## config.mk

```make
export PLATFORM = sky130hd
export DESIGN_NAME = lap_tracker
export DESIGN_NICKNAME = d
export VERILOG_FILES = /design/src/rtl/lap_tracker.sv
export SDC_FILE = /design/constraint.sdc
export NUM_CORES = 1
export LEC_CHECK = 0
export BUFFER_PORTS_ARGS = -buffer_cell sky130_fd_sc_hd__buf_2
export CAP_MARGIN = 20
export CORE_ASPECT_RATIO = 0.75
export CORE_MARGIN = 2
export CORE_UTILIZATION = 35
export DETAILED_ROUTE_END_ITERATION = 10
export PLACE_DENSITY = 0.63
export SLEW_MARGIN = 40
export SYNTH_ARGS = -nofsm -noshare
export SYNTH_HDL_FRONTEND = slang
export SYNTH_SLANG_ARGS = --single-unit
```

## constraint.sdc

```tcl
create_clock -name clk -period 5.5 [get_ports clk]
set_input_delay 1.1 -clock clk [delete_from_list [all_inputs] [get_ports clk]]
set_output_delay 1.1 -clock clk [all_outputs]
set_load 0.02 [all_outputs]
```

## src/rtl/lap_tracker.sv

```systemverilog
// -----------------------------------------------------------------------------
// lap_tracker
//
// Purpose:
//   Watches the car position coming from the physics engine together with the
//   game state from the state encoder. It detects entries into the checkpoint
//   and finish-line rectangles, counts completed laps, times the current lap
//   in centiseconds and raises race_done once the required number of laps has
//   been driven. race_done feeds the state encoder's RACING->FINISH transition.
//
//   A lap only counts when the car has gone checkpoint -> finish line. The car
//   spawns inside the finish box, so the first finish "entry" after the start
//   is ignored because the checkpoint has not been visited yet.
//
// Optional feature:
//   BEST_LAP_EN  When defined, best_lap_cs tracks the fastest completed lap and
//                survives across races (only rst clears it). When undefined,
//                there is no best-lap register and best_lap_cs reads 16'hFFFF.
//
// Ports:
//   clk          in   1   system clock
//   rst          in   1   synchronous reset, active-high
//   state        in   3   game state (IDLE=0 SETTING=1 COUNTDOWN=3 RACING=4
//                         PAUSE=5 FINISH=6)
//   pos_x        in   10  car x position, 0..319
//   pos_y        in   10  car y position, 0..239
//   lap          out  3   completed laps, 0..NUM_LAPS
//   lap_time_cs  out  16  current-lap time in centiseconds, saturating
//   last_lap_cs  out  16  time of the most recently completed lap
//   best_lap_cs  out  16  fastest completed lap (16'hFFFF when none / disabled)
//   lap_pulse    out  1   one-cycle strobe on each lap completion
//   race_done    out  1   high once lap reaches NUM_LAPS
// -----------------------------------------------------------------------------
module lap_tracker #(
    parameter int NUM_LAPS     = 3,
    parameter int TICKS_PER_CS = 1000000,
    parameter int FIN_X0       = 150,
    parameter int FIN_X1       = 170,
    parameter int FIN_Y0       = 180,
    parameter int FIN_Y1       = 230,
    parameter int CKP_X0       = 150,
    parameter int CKP_X1       = 170,
    parameter int CKP_Y0       = 10,
    parameter int CKP_Y1       = 60
) (
    input  logic        clk,
    input  logic        rst,
    input  logic [2:0]  state,
    input  logic [9:0]  pos_x,
    input  logic [9:0]  pos_y,
    output logic [2:0]  lap,
    output logic [15:0] lap_time_cs,
    output logic [15:0] last_lap_cs,
    output logic [15:0] best_lap_cs,
    output logic        lap_pulse,
    output logic        race_done
);

    // Game-state encodings shared with the state encoder.
    localparam logic [2:0] ST_IDLE      = 3'd0;
    localparam logic [2:0] ST_SETTING   = 3'd1;
    localparam logic [2:0] ST_COUNTDOWN = 3'd3;
    localparam logic [2:0] ST_RACING    = 3'd4;

    // Prescaler sizing; a one-tick prescaler still needs a 1-bit register.
    localparam int              PS_W    = (TICKS_PER_CS > 1) ? $clog2(TICKS_PER_CS) : 1;
    localparam logic [PS_W-1:0] PS_LAST = PS_W'(TICKS_PER_CS - 1);

    // Lap count at which the next finish entry ends the race.
    localparam logic [2:0] LAP_FINAL = 3'(NUM_LAPS - 1);

    // Region bounds narrowed to the coordinate width.
    localparam logic [9:0] FX0 = 10'(FIN_X0);
    localparam logic [9:0] FX1 = 10'(FIN_X1);
    localparam logic [9:0] FY0 = 10'(FIN_Y0);
    localparam logic [9:0] FY1 = 10'(FIN_Y1);
    localparam logic [9:0] CX0 = 10'(CKP_X0);
    localparam logic [9:0] CX1 = 10'(CKP_X1);
    localparam logic [9:0] CY0 = 10'(CKP_Y0);
    localparam logic [9:0] CY1 = 10'(CKP_Y1);

    typedef enum logic [1:0] {
        S_ARMED     = 2'd0,
        S_NEED_CKPT = 2'd1,
        S_NEED_FIN  = 2'd2,
        S_DONE      = 2'd3
    } fsm_t;

    // Centisecond counter increment that sticks at the maximum.
    function automatic logic [15:0] sat_inc16(input logic [15:0] v);
        return (v == 16'hFFFF) ? 16'hFFFF : v + 16'd1;
    endfunction

    // Unsigned minimum used by the best-lap tracker.
    function automatic logic [15:0] min16(input logic [15:0] a, input logic [15:0] b);
        return (b < a) ? b : a;
    endfunction

    fsm_t            r_fsm;
    fsm_t            w_fsm_nxt;

    logic            r_in_fin_q;
    logic            r_in_ckp_q;
    logic [2:0]      r_lap;
    logic [15:0]     r_lap_time;
    logic [15:0]     r_last_lap;
    logic [PS_W-1:0] r_presc;
    logic            r_lap_pulse;

    logic            w_in_fin;
    logic            w_in_ckp;
    logic            w_fin_entry;
    logic            w_ckp_entry;
    logic            w_racing;
    logic            w_rearm;
    logic            w_arm;
    logic            w_lap_done;
    logic            w_count_en;
    logic            w_wrap;
    logic            w_race_done;

    // Region detection and rising-edge entries. The *_q copies update every
    // cycle regardless of game state, so a car that drove into a box while
    // paused does not produce a stale entry when racing resumes.
    assign w_in_fin = (pos_x >= FX0) && (pos_x <= FX1) && (pos_y >= FY0) && (pos_y <= FY1);
    assign w_in_ckp = (pos_x >= CX0) && (pos_x <= CX1) && (pos_y >= CY0) && (pos_y <= CY1);

    assign w_fin_entry = w_in_fin & ~r_in_fin_q;
    assign w_ckp_entry = w_in_ckp & ~r_in_ckp_q;

    assign w_racing = (state == ST_RACING);
    assign w_rearm  = (state == ST_IDLE) || (state == ST_SETTING) || (state == ST_COUNTDOWN);

    // FSM: state register
    always_ff @(posedge clk) begin
        if (rst) begin
            r_fsm <= S_ARMED;
        end else begin
            r_fsm <= w_fsm_nxt;
        end
    end

    // FSM: next-state logic. Each FSM state only looks at the one entry it is
    // waiting for, so overlapping regions can never advance it twice.
    always_comb begin
        w_fsm_nxt = r_fsm;
        if (w_rearm) begin
            w_fsm_nxt = S_ARMED;
        end else if (w_racing) begin
            case (r_fsm)
                S_ARMED: begin
                    w_fsm_nxt = S_NEED_CKPT;
                end
                S_NEED_CKPT: begin
                    if (w_ckp_entry) begin
                        w_fsm_nxt = S_NEED_FIN;
                    end
                end
                S_NEED_FIN: begin
                    if (w_fin_entry) begin
                        w_fsm_nxt = (r_lap == LAP_FINAL) ? S_DONE : S_NEED_CKPT;
                    end
                end
                S_DONE: begin
                    w_fsm_nxt = S_DONE;
                end
                default: begin
                    w_fsm_nxt = S_ARMED;
                end
            endcase
        end
    end

    // FSM: outputs and datapath controls
    always_comb begin
        w_arm       = 1'b0;
        w_lap_done  = 1'b0;
        w_count_en  = 1'b0;
        w_race_done = 1'b0;
        case (r_fsm)
            S_ARMED: begin
                w_arm = w_racing;
            end
            S_NEED_CKPT: begin
                w_count_en = w_racing;
            end
            S_NEED_FIN: begin
                w_count_en = w_racing;
                w_lap_done = w_racing & w_fin_entry;
            end
            S_DONE: begin
                w_race_done = 1'b1;
            end
            default: begin
                w_arm = 1'b0;
            end
        endcase
    end

    assign w_wrap = w_count_en && (r_presc == PS_LAST);

    // Lap counter, lap timer and region history. Priority order matters:
    // re-arm/start clears everything, a completion beats a coincident timer
    // tick (the tick is simply dropped), and counting comes last.
    always_ff @(posedge clk) begin
        if (rst) begin
            r_in_fin_q  <= 1'b0;
            r_in_ckp_q  <= 1'b0;
            r_lap       <= 3'd0;
            r_lap_time  <= 16'd0;
            r_last_lap  <= 16'd0;
            r_presc     <= '0;
            r_lap_pulse <= 1'b0;
        end else begin
            r_in_fin_q  <= w_in_fin;
            r_in_ckp_q  <= w_in_ckp;
            r_lap_pulse <= w_lap_done;
            if (w_rearm || w_arm) begin
                r_lap      <= 3'd0;
                r_lap_time <= 16'd0;
                r_presc    <= '0;
            end else if (w_lap_done) begin
                r_lap      <= r_lap + 3'd1;
                r_last_lap <= r_lap_time;
                r_lap_time <= 16'd0;
                r_presc    <= '0;
            end else if (w_count_en) begin
                if (w_wrap) begin
                    r_presc    <= '0;
                    r_lap_time <= sat_inc16(r_lap_time);
                end else begin
                    r_presc <= r_presc + PS_W'(1);
                end
            end
        end
    end

`ifdef BEST_LAP_EN
    logic [15:0] r_best_lap;

    // Best lap survives re-arming between races; only rst clears it.
    always_ff @(posedge clk) begin
        if (rst) begin
            r_best_lap <= 16'hFFFF;
        end else if (w_lap_done) begin
            r_best_lap <= min16(r_best_lap, r_lap_time);
        end
    end

    assign best_lap_cs = r_best_lap;
`else
    assign best_lap_cs = min16(16'hFFFF, 16'hFFFF);
`endif

    assign lap         = r_lap;
    assign lap_time_cs = r_lap_time;
    assign last_lap_cs = r_last_lap;
    assign lap_pulse   = r_lap_pulse;
    assign race_done   = w_race_done;

endmodule
```

==> key figures, run 1 <==
Placement
  • Post-DP HPWL: 5750 µm
  • Placed cell areas: 3530 µm²
  • Input/output buffers: 61
  • GP Congestion: 0.811

Worst setup path
  • Critical R2R Capture: lap_time_cs[10]
  • CP arrival: 3420 ps
  • RR Startpoint: r_fsm[0]
  • Critical path required time: 5750 ps
  • Crit path max fanout: 14
  • Crit Path Category: input port to register
  • Worst Setup End Kind: register
  • Critical Path Start Type: input port
  • R2R Setup Slk: 2450 ps
  • Critical Path Start: state[1]
  • Reg2reg path depth: 7

Power
  • VDD IR-drop max: 0.165 mV
  • Power per Cell Area: 282 nW/µm²
  • Static leakage power: 0.00139 µW

GRT
  • Vias in the first global route: 2765
  • Pin count of the biggest net entering global routing: 23
  • Gr ovfl total: 0
  • Global-route wire length before repair: 13400 µm
  • Tot GR Track Use: 0.169
  • Antenna violations before repair: 0

Clocking
  • Root Driver: clkbuf_16
  • Clock insertion delay at the later pin of the skew report: 330 ps
  • Hold_buf cts: 0
  • Post-CTS Setup Inserts: 0
  • Inserted Clock Buffers: 9
  • Clk buf depth: 2
  • CTS tree: done
  • Clock transition at the registers of the reported paths: 60 ps
  • Clk sinks: 60
  • PostCTS Resize Cnt: 0
  • H-tree levels: 3

Synthesis
  • Register area share after synthesis: 0.374
  • Synthesized area per cell: 8.44 µm²
  • Async set or reset register ratio after synthesis: 0
  • Synth cell types: 53
  • Syn Inst Count: 381
  • Ys flop type: dfxtp_1
  • Mapped cell area: 3220 µm²
  • Seq cells post-synth: 60
  • Top post-synthesis cells by area: dfxtp_1 37%, a21oi_1 5.3%, nand4_1 5.1%, xnor2_1 4.4%, o31ai_1 4.0%
  • Top-area cell type share of the netlist area: 0.374
  • Post-synth EDFFs: 0
  • Yosys warns: 0
  • Cell taking the most area after synthesis: dfxtp_1

Finish
  • Nets@finish: 468
  • Share of post-route cells with drive strength above 1: 0.205
  • Synth-to-Final Area Change: 19.9%
  • Post-route cell area: 3850 µm²
  • Commonest non-fill, non-tap cell in the layout: buf_2
  • Most frequent cells in the layout: 61 x buf_2, 60 x dfxtp_1, 34 x a21oi_1
  • Antenna diodes: 0
  • Post-layout util: 0.430
  • Fill count: 888

Timing
  • Final hold violation count: 0
  • Final period utilization: 0.577
  • Final Skew: 6.37 ps
  • Post-layout min period: 3170 ps
  • Actual slew at the worst max-slew pin: 719 ps
  • Final setup viols: 0
  • RSZ-0062 raised after global routing: no
  • F_max: 315 MHz
  • Final TNS setup: 0 ps
  • Slew Limit Headroom: 0.519
  • Max-slew violation count: 0

Floorplanning
  • Die area: 9980 µm²
  • Die width: 115 µm
  • I/O Pins: 78
  • Row count: 30
  • Initial core utilization: 0.358
  • Die height: 87.0 µm
  • Core outline area: 8970 µm²

Drt
  • DR DRC count: 0
  • WL per Instance: 14.4 µm
  • Drt via density: 5.37
  • Iteration-0 DRC Markers: 198
  • Routed vias: 2958
  • Routed WL: 7920 µm
  • Post-DRT Antenna Nets: 0
  • Length of the first detailed-routing pass in iterations: 4

Job
  • Maxcap violations: 0

Hold path
  • Hold depth: 2
  • HP Class: register to register
  • Worst Hold End: last_lap_cs[3]
  • Hold_sp: last_lap_cs[3]

Outcome
  • Status: completed
-- worst max-delay path by stage --
stage	depth (start not counted)	slack, ps	endpoint
floorplan	7	2670	last_lap_cs[3]
global placement	6	2030	lap_time_cs[4]
detailed placement	6	2000	lap_time_cs[10]
CTS	6	2350	lap_time_cs[10]
global route	6	2190	lap_time_cs[10]
finish	6	2330	lap_time_cs[10]
-- cell usage after synthesis (4+ instances only) --
cell type  instances
a31oi_1            4
nor2_1            30
dfxtp_1           60
nand4_1           26
and4_1            10
nor4bb_1           4
ha_1               9
nand2_1           17
nor4_1            12
a21oi_1           34
clkbuf_1          11
inv_1             12
and3_1             6
buf_2              6
a21o_1             4
o21ai_0            4
o31ai_1           17
nand3_1           12
xnor2_1           16
xor2_1             6
nor3_1            21
buf_4             16
-- logic make-up after synthesis --
kind of cell    Yosys count  synth area share
compound gates           77             0.155
xor+xnor                 22            0.0599
fa+ha+maj                 9            0.0350
buf+inv                  49            0.0809
flops                    60             0.374
mux                       1           0.00311
other cells               1           0.00117
simple gates            162             0.291
-- critical path, stage by stage --
cell and delay, ps:
buf_2 110, and4bb_2 370, nand4_1 510, or4b_1 870, and4_1 270, nor3_1 170
-- routing by layer --
layer | GRT usage | vias up | share of wire
met4 | 0.0599 | 0 | 0.0062
met3 | 0.0578 | 2 | 0.064
met5 | 0 | - | 0
met2 | 0.253 | 92 | 0.44
li1 | - | 1496 | -
met1 | 0.227 | 1368 | 0.49
-- state kept, by name (all words and copies together) (netlist names) --
name / cells
lap: 3
lap_pulse: 1
lap_time_cs: 16
last_lap_cs: 16
r_fsm: 2
r_in_ckp_q: 1
r_in_fin_q: 1
r_presc: 20
-- cell type report --
class	count	area [µm²]	share of cell area
clock buffers	9	225	0.0584
clock inverters	7	100	0.0260
inverters	13	48.8	0.0127
multi-input cells	287	1820	0.472
flip-flops and latches	60	1200	0.312
well taps	112	140	0.0364
repair buffers	63	320	0.0831
-- power breakdown --
| part | internal, µW | total (µW) | switching (µW) |
|---|---|---|---|
| logic | 13.3 | 46.3 | 32.9 |
| clock network | 398 | 606 | 208 |
| registers | 435 | 435 | 0.352 |
| total | 847 | 1090 | 241 |
-- stage by stage --
stage	total power [µW]	hold slack (ps)	setup slack, ps	cells
after floorplan	483	458	2670	396
after global placement	490	454	2030	535
after detailed placement	491	463	2000	535
after CTS	1100	471	2350	551
after global routing	1130	493	2190	551
final	1090	468	2330	551
Note: power is estimated with default switching activity, not from simulation.
==> run 2, diff against run 1 <==
--- a/config.mk
+++ b/config.mk
@@ -11,7 +11,7 @@
 export CORE_MARGIN = 2
 export CORE_UTILIZATION = 35
 export DETAILED_ROUTE_END_ITERATION = 10
-export PLACE_DENSITY = 0.63
+export PLACE_DENSITY = 0.65
 export SLEW_MARGIN = 40
 export SYNTH_ARGS = -nofsm -noshare
 export SYNTH_HDL_FRONTEND = slang
==> constraint.sdc (replaced) <==
create_clock -name clk -period 2.9 [get_ports clk]
set_input_delay 0.58 -clock clk [delete_from_list [all_inputs] [get_ports clk]]
set_output_delay 0.58 -clock clk [all_outputs]
set_load 0.02 [all_outputs]
==> key figures, run 2 (synthesized netlist as in run 1, its figures left out) <==
Outcome
  • Status: completed

Clocking
  • Root Driver: clkbuf_16
  • Post-CTS Setup Inserts: 0
  • Clock insertion delay at the later pin of the skew report: 320 ps
  • CTS tree: done
  • H-tree levels: 3
  • Clk buf depth: 2
  • Inserted Clock Buffers: 9
  • Hold_buf cts: 0
  • Clock transition at the registers of the reported paths: 50 ps
  • PostCTS Resize Cnt: 0
  • Clk sinks: 60

Drt
  • Routed vias: 3020
  • WL per Instance: 14.6 µm
  • Iteration-0 DRC Markers: 186
  • DR DRC count: 0
  • Drt via density: 5.42
  • Routed WL: 8120 µm
  • Length of the first detailed-routing pass in iterations: 4
  • Post-DRT Antenna Nets: 0

Placement
  • Placed cell count: 541
  • Post-DP HPWL: 5740 µm
  • GP Congestion: 0.817
  • Input/output buffers: 61

Worst setup path
  • Reg2reg path depth: 7
  • Crit path max fanout: 10
  • Slowest stage cell, crit path: or4b_1
  • Critical Path Start Type: register
  • Critical path required time: 3140 ps
  • Crit Path Category: register to register
  • Worst Setup End Kind: register
  • Levels on crit path: 7
  • CP arrival: 2850 ps
  • Slowest stage delay, CP: 770 ps
  • CP Cell Sequence: inv_1, ha_1, and4bb_2, nand4_1, or4b_1, and4_1, nor3_1
  • Critical path buffers and inverters: 1
  • CP delay by family, top: simple AND/OR/NAND/NOR gates

Finish
  • Reg with most FFs: r_presc
  • Commonest non-fill, non-tap cell in the layout: buf_2
  • Final Non-Filler Cells: 557
  • Post-layout util: 0.431
  • Most frequent cells in the layout: 61 x buf_2, 60 x dfxtp_1, 34 x a21oi_1
  • Nets@finish: 474
  • Share of post-route cells with drive strength above 1: 0.211
  • Largest register FFs: 20
  • Synth-to-Final Area Change: 20.3%
  • Antenna diodes: 0

Floorplanning
  • Initial core utilization: 0.358
  • Die height: 87.0 µm
  • Core outline area: 8970 µm²
  • Die area: 9980 µm²
  • Row count: 30
  • Die width: 115 µm
  • I/O Pins: 78

GRT
  • Global-route wire length before repair: 13200 µm
  • Tot GR Track Use: 0.168
  • GR Layer Usage met3: 0.0529
  • Antenna violations before repair: 0
  • Pin count of the biggest net entering global routing: 23
  • Met1 GRT Util: 0.219
  • Vias in the first global route: 2812
  • Busiest grt layer: met2
  • Met2 usage: 0.267
  • Gr ovfl total: 0

Hold path
  • HP Class: register to register
  • Hold depth: 2

Timing
  • Final hold violation count: 0
  • Final setup viols: 0
  • RSZ-0062 raised after global routing: no
  • Final period utilization: 0.900
  • Final TNS setup: 0 ps
  • Final Skew: 5.69 ps
  • Max-slew violation count: 0
  • Actual slew at the worst max-slew pin: 656 ps
  • F_max: 383 MHz
  • Slew Limit Headroom: 0.557
  • Post-layout min period: 2610 ps

Power
  • Switching share of power: 0.221
  • Sequential share of power: 0.419
  • Power per Cell Area: 510 nW/µm²
  • Combinational group share of total power: 0.045
  • Static leakage power: 0.00141 µW
  • VDD IR-drop max: 0.287 mV
  • P_int: 1540 µW
  • Clk pwr share: 0.536
  • NetSw: 435 µW

Job
  • Maxcap violations: 0
run 2: worst paths after layout:
check                 start         endpoint  slack (ps)
min          last_lap_cs[0]   last_lap_cs[0]         470
max reg2reg        r_fsm[0]  lap_time_cs[10]         290
min reg2reg  last_lap_cs[0]   last_lap_cs[0]         470
max                r_fsm[0]  lap_time_cs[10]         290
run 2: final cells by class:
class	instances	area [µm²]
fill	884	5100
clock buffer	10	239
multi-input combinational	287	1810
timing repair buffer	69	365
clock inverter	6	63.8
sequential	60	1200
inverter	13	48.8
tap	112	140
run 2: power groups by stage:
stage | sequential (µW) | combinational [µW] | clock, µW
after floorplan | 843 | 72.0 | 0
after global placement | 844 | 85.9 | 0
after detailed placement | 844 | 88.3 | 0
after CTS | 826 | 89.0 | 1080
after global routing | 826 | 99.6 | 1120
final | 826 | 88.9 | 1060
run 2: metrics by stage:
step	cell area [µm²]	power [µW]	setup WS (ps)	hold WS (ps)
floorplan	3270	915	591	458
global placement	3570	929	333	460
detailed placement	3570	932	259	464
CTS	3870	1990	317	471
global route	3870	2050	120	493
finish	3870	1970	291	472
run 2: worst register-to-register path, stage by stage (launching register included):
cell,delay [ps]
dfxtp_1,390
inv_1,110
ha_1,320
and4bb_2,310
nand4_1,190
or4b_1,770
and4_1,280
nor3_1,160
run 2: per-layer routing:
| layer | vias up | part of all wire |
|---|---|---|
| met4 | 0 | 0.0082 |
| met1 | 1422 | 0.50 |
| li1 | 1500 | - |
| met5 | - | 0 |
| met2 | 94 | 0.44 |
| met3 | 4 | 0.056 |
==> run 3, diff against run 2 <==
--- a/config.mk
+++ b/config.mk
@@ -8,10 +8,11 @@
 export BUFFER_PORTS_ARGS = -buffer_cell sky130_fd_sc_hd__buf_2
 export CAP_MARGIN = 20
 export CORE_ASPECT_RATIO = 0.75
-export CORE_MARGIN = 2
+export CORE_MARGIN = 5
 export CORE_UTILIZATION = 35
 export DETAILED_ROUTE_END_ITERATION = 10
 export PLACE_DENSITY = 0.65
+export SETUP_SLACK_MARGIN = 0.3
 export SLEW_MARGIN = 40
 export SYNTH_ARGS = -nofsm -noshare
 export SYNTH_HDL_FRONTEND = slang
==> key figures, run 3 (synthesized netlist as in run 1, its figures left out) <==
Floorplanning
  • Die height: 93.0 µm
  • Die area: 11200 µm²
  • Initial core utilization: 0.357
  • I/O Pins: 78
  • Core outline area: 9010 µm²
  • Die width: 121 µm
  • Row count: 30

Hold path
  • HP Class: register to register
  • Hold_sp: last_lap_cs[0]
  • Hold depth: 2

Worst setup path
  • Worst Setup End Kind: register
  • Crit path max fanout: 16
  • Critical Path Start: r_fsm[0]
  • RR Startpoint: r_fsm[0]
  • CP endpoint: r_presc[3]
  • Crit Path Category: register to register
  • CP arrival: 2630 ps
  • Critical Path Start Type: register
  • R2R Setup Slk: 480 ps
  • Reg2reg path depth: 10
  • Critical path required time: 3110 ps
  • Critical R2R Capture: r_presc[3]

Placement
  • Input/output buffers: 61
  • Post-Place Worst Slack: 283 ps
  • Placed cell count: 543
  • Post-DP HPWL: 5980 µm
  • GP Congestion: 0.824
  • Placed cell areas: 3580 µm²

Finish
  • Synth-to-Final Area Change: 21.7%
  • Post-route cell area: 3910 µm²
  • Largest register FFs: 20
  • Nets@finish: 477
  • Share of post-route cells with drive strength above 1: 0.225
  • Commonest non-fill, non-tap cell in the layout: buf_2
  • Antenna diodes: 0
  • Final Non-Filler Cells: 560
  • Reg with most FFs: r_presc
  • Fill count: 897
  • Most frequent cells in the layout: 61 x buf_2, 60 x dfxtp_1, 34 x a21oi_1

GRT
  • Global-route wire length before repair: 13800 µm
  • Gr ovfl total: 0
  • GR Layer Usage met3: 0.0375
  • Antenna violations before repair: 0
  • Tot GR Track Use: 0.150
  • Pin count of the biggest net entering global routing: 23
  • Busiest grt layer: met2
  • Met2 usage: 0.224
  • Met1 GRT Util: 0.208
  • Vias in the first global route: 2869

Timing
  • Post-layout min period: 2420 ps
  • Slew Limit Headroom: 0.538
  • Max-slew violation count: 0
  • Final hold violation count: 0
  • Final WS setup: 480 ps
  • Actual slew at the worst max-slew pin: 684 ps
  • Final period utilization: 0.834
  • Final setup viols: 0
  • RSZ-0062 raised after global routing: no
  • F_max: 413 MHz
  • Final Skew: 8.21 ps
  • Final TNS setup: 0 ps

Clocking
  • Hold_buf cts: 0
  • Clock transition at the registers of the reported paths: 60 ps
  • CTS tree: done
  • Clk buf depth: 2
  • H-tree levels: 3
  • Root Driver: clkbuf_16
  • Inserted Clock Buffers: 9
  • Clock insertion delay at the later pin of the skew report: 330 ps
  • Clk sinks: 60

Drt
  • Drt via density: 5.40
  • Length of the first detailed-routing pass in iterations: 5
  • Iteration-0 DRC Markers: 274
  • DR DRC count: 0
  • WL per Instance: 14.8 µm
  • Routed vias: 3026
  • Post-DRT Antenna Nets: 0
  • Routed WL: 8300 µm

Power
  • VDD IR-drop max: 0.314 mV
  • Static leakage power: 0.00142 µW
  • Power per Cell Area: 507 nW/µm²

Job
  • Maxcap violations: 0

Outcome
  • Status: completed
-- run 3: cell count changes in the layout (fill, tap and decap cells not counted), sizes merged --
cell      delta
clkinvlp     +1
inv          +1
buf          +3
clkbuf       -1
clkinv       -1
-- run 3: worst max-delay path, stage by stage (launching register included) --
cell,delay [ps]
dfxtp_1,380
inv_1,110
ha_1,310
and4bb_2,310
nand4_1,120
buf_4,180
buf_4,150
or2_2,350
o211ai_2,80
buf_4,240
nor2_1,70
-- run 3: cell type report --
| cell class | count | area [µm²] | area share |
|---|---|---|---|
| clock buffers | 9 | 225 | 0.0575 |
| clock inverters | 7 | 76.3 | 0.0195 |
| inverters | 13 | 52.6 | 0.0134 |
| multi-input cells | 287 | 1830 | 0.467 |
| flip-flops and latches | 60 | 1200 | 0.307 |
| well taps | 112 | 140 | 0.0358 |
| repair buffers | 72 | 392 | 0.100 |
-- run 3: power by group --
part,switching (µW),total (µW),internal (µW)
registers,0.637,826,825
clock network,400,1070,668
logic,63.5,90.4,26.9
-- run 3: timing repair --
| item | in CTS | in global routing |
|---|---|---|
| buffers inserted | 0 | 1 |
| hold endpoints to repair | 0 | 0 |
| gates resized for setup | 0 | 5 |
| setup endpoints to repair | 0 | 35 |
-- run 3: how the worst min path moves through the flow --
stage,end,slack [ps]
2_1_floorplan,r_presc[1],460
3_5_place_dp,last_lap_cs[10],460
5_1_grt,last_lap_cs[12],490
4_1_cts,last_lap_cs[15],480
3_3_place_gp,last_lap_cs[0],460
6_report,last_lap_cs[0],470
-- run 3: routing by layer --
| metal | share of wire | up-vias |
|---|---|---|
| li1 | - | 1515 |
| met1 | 0.48 | 1402 |
| met2 | 0.43 | 105 |
| met3 | 0.076 | 4 |
| met4 | 0.0092 | 0 |
| met5 | 0 | - |
-- run 3: stage by stage --
stage                     power, µW  hold slack, ps   util
after floorplan                 915             458      -
after CTS                      2000             476  0.431
after global placement          930             461  0.398
final                          1980             473  0.434
after detailed placement        933             461  0.398
after global routing           2050             492  0.434
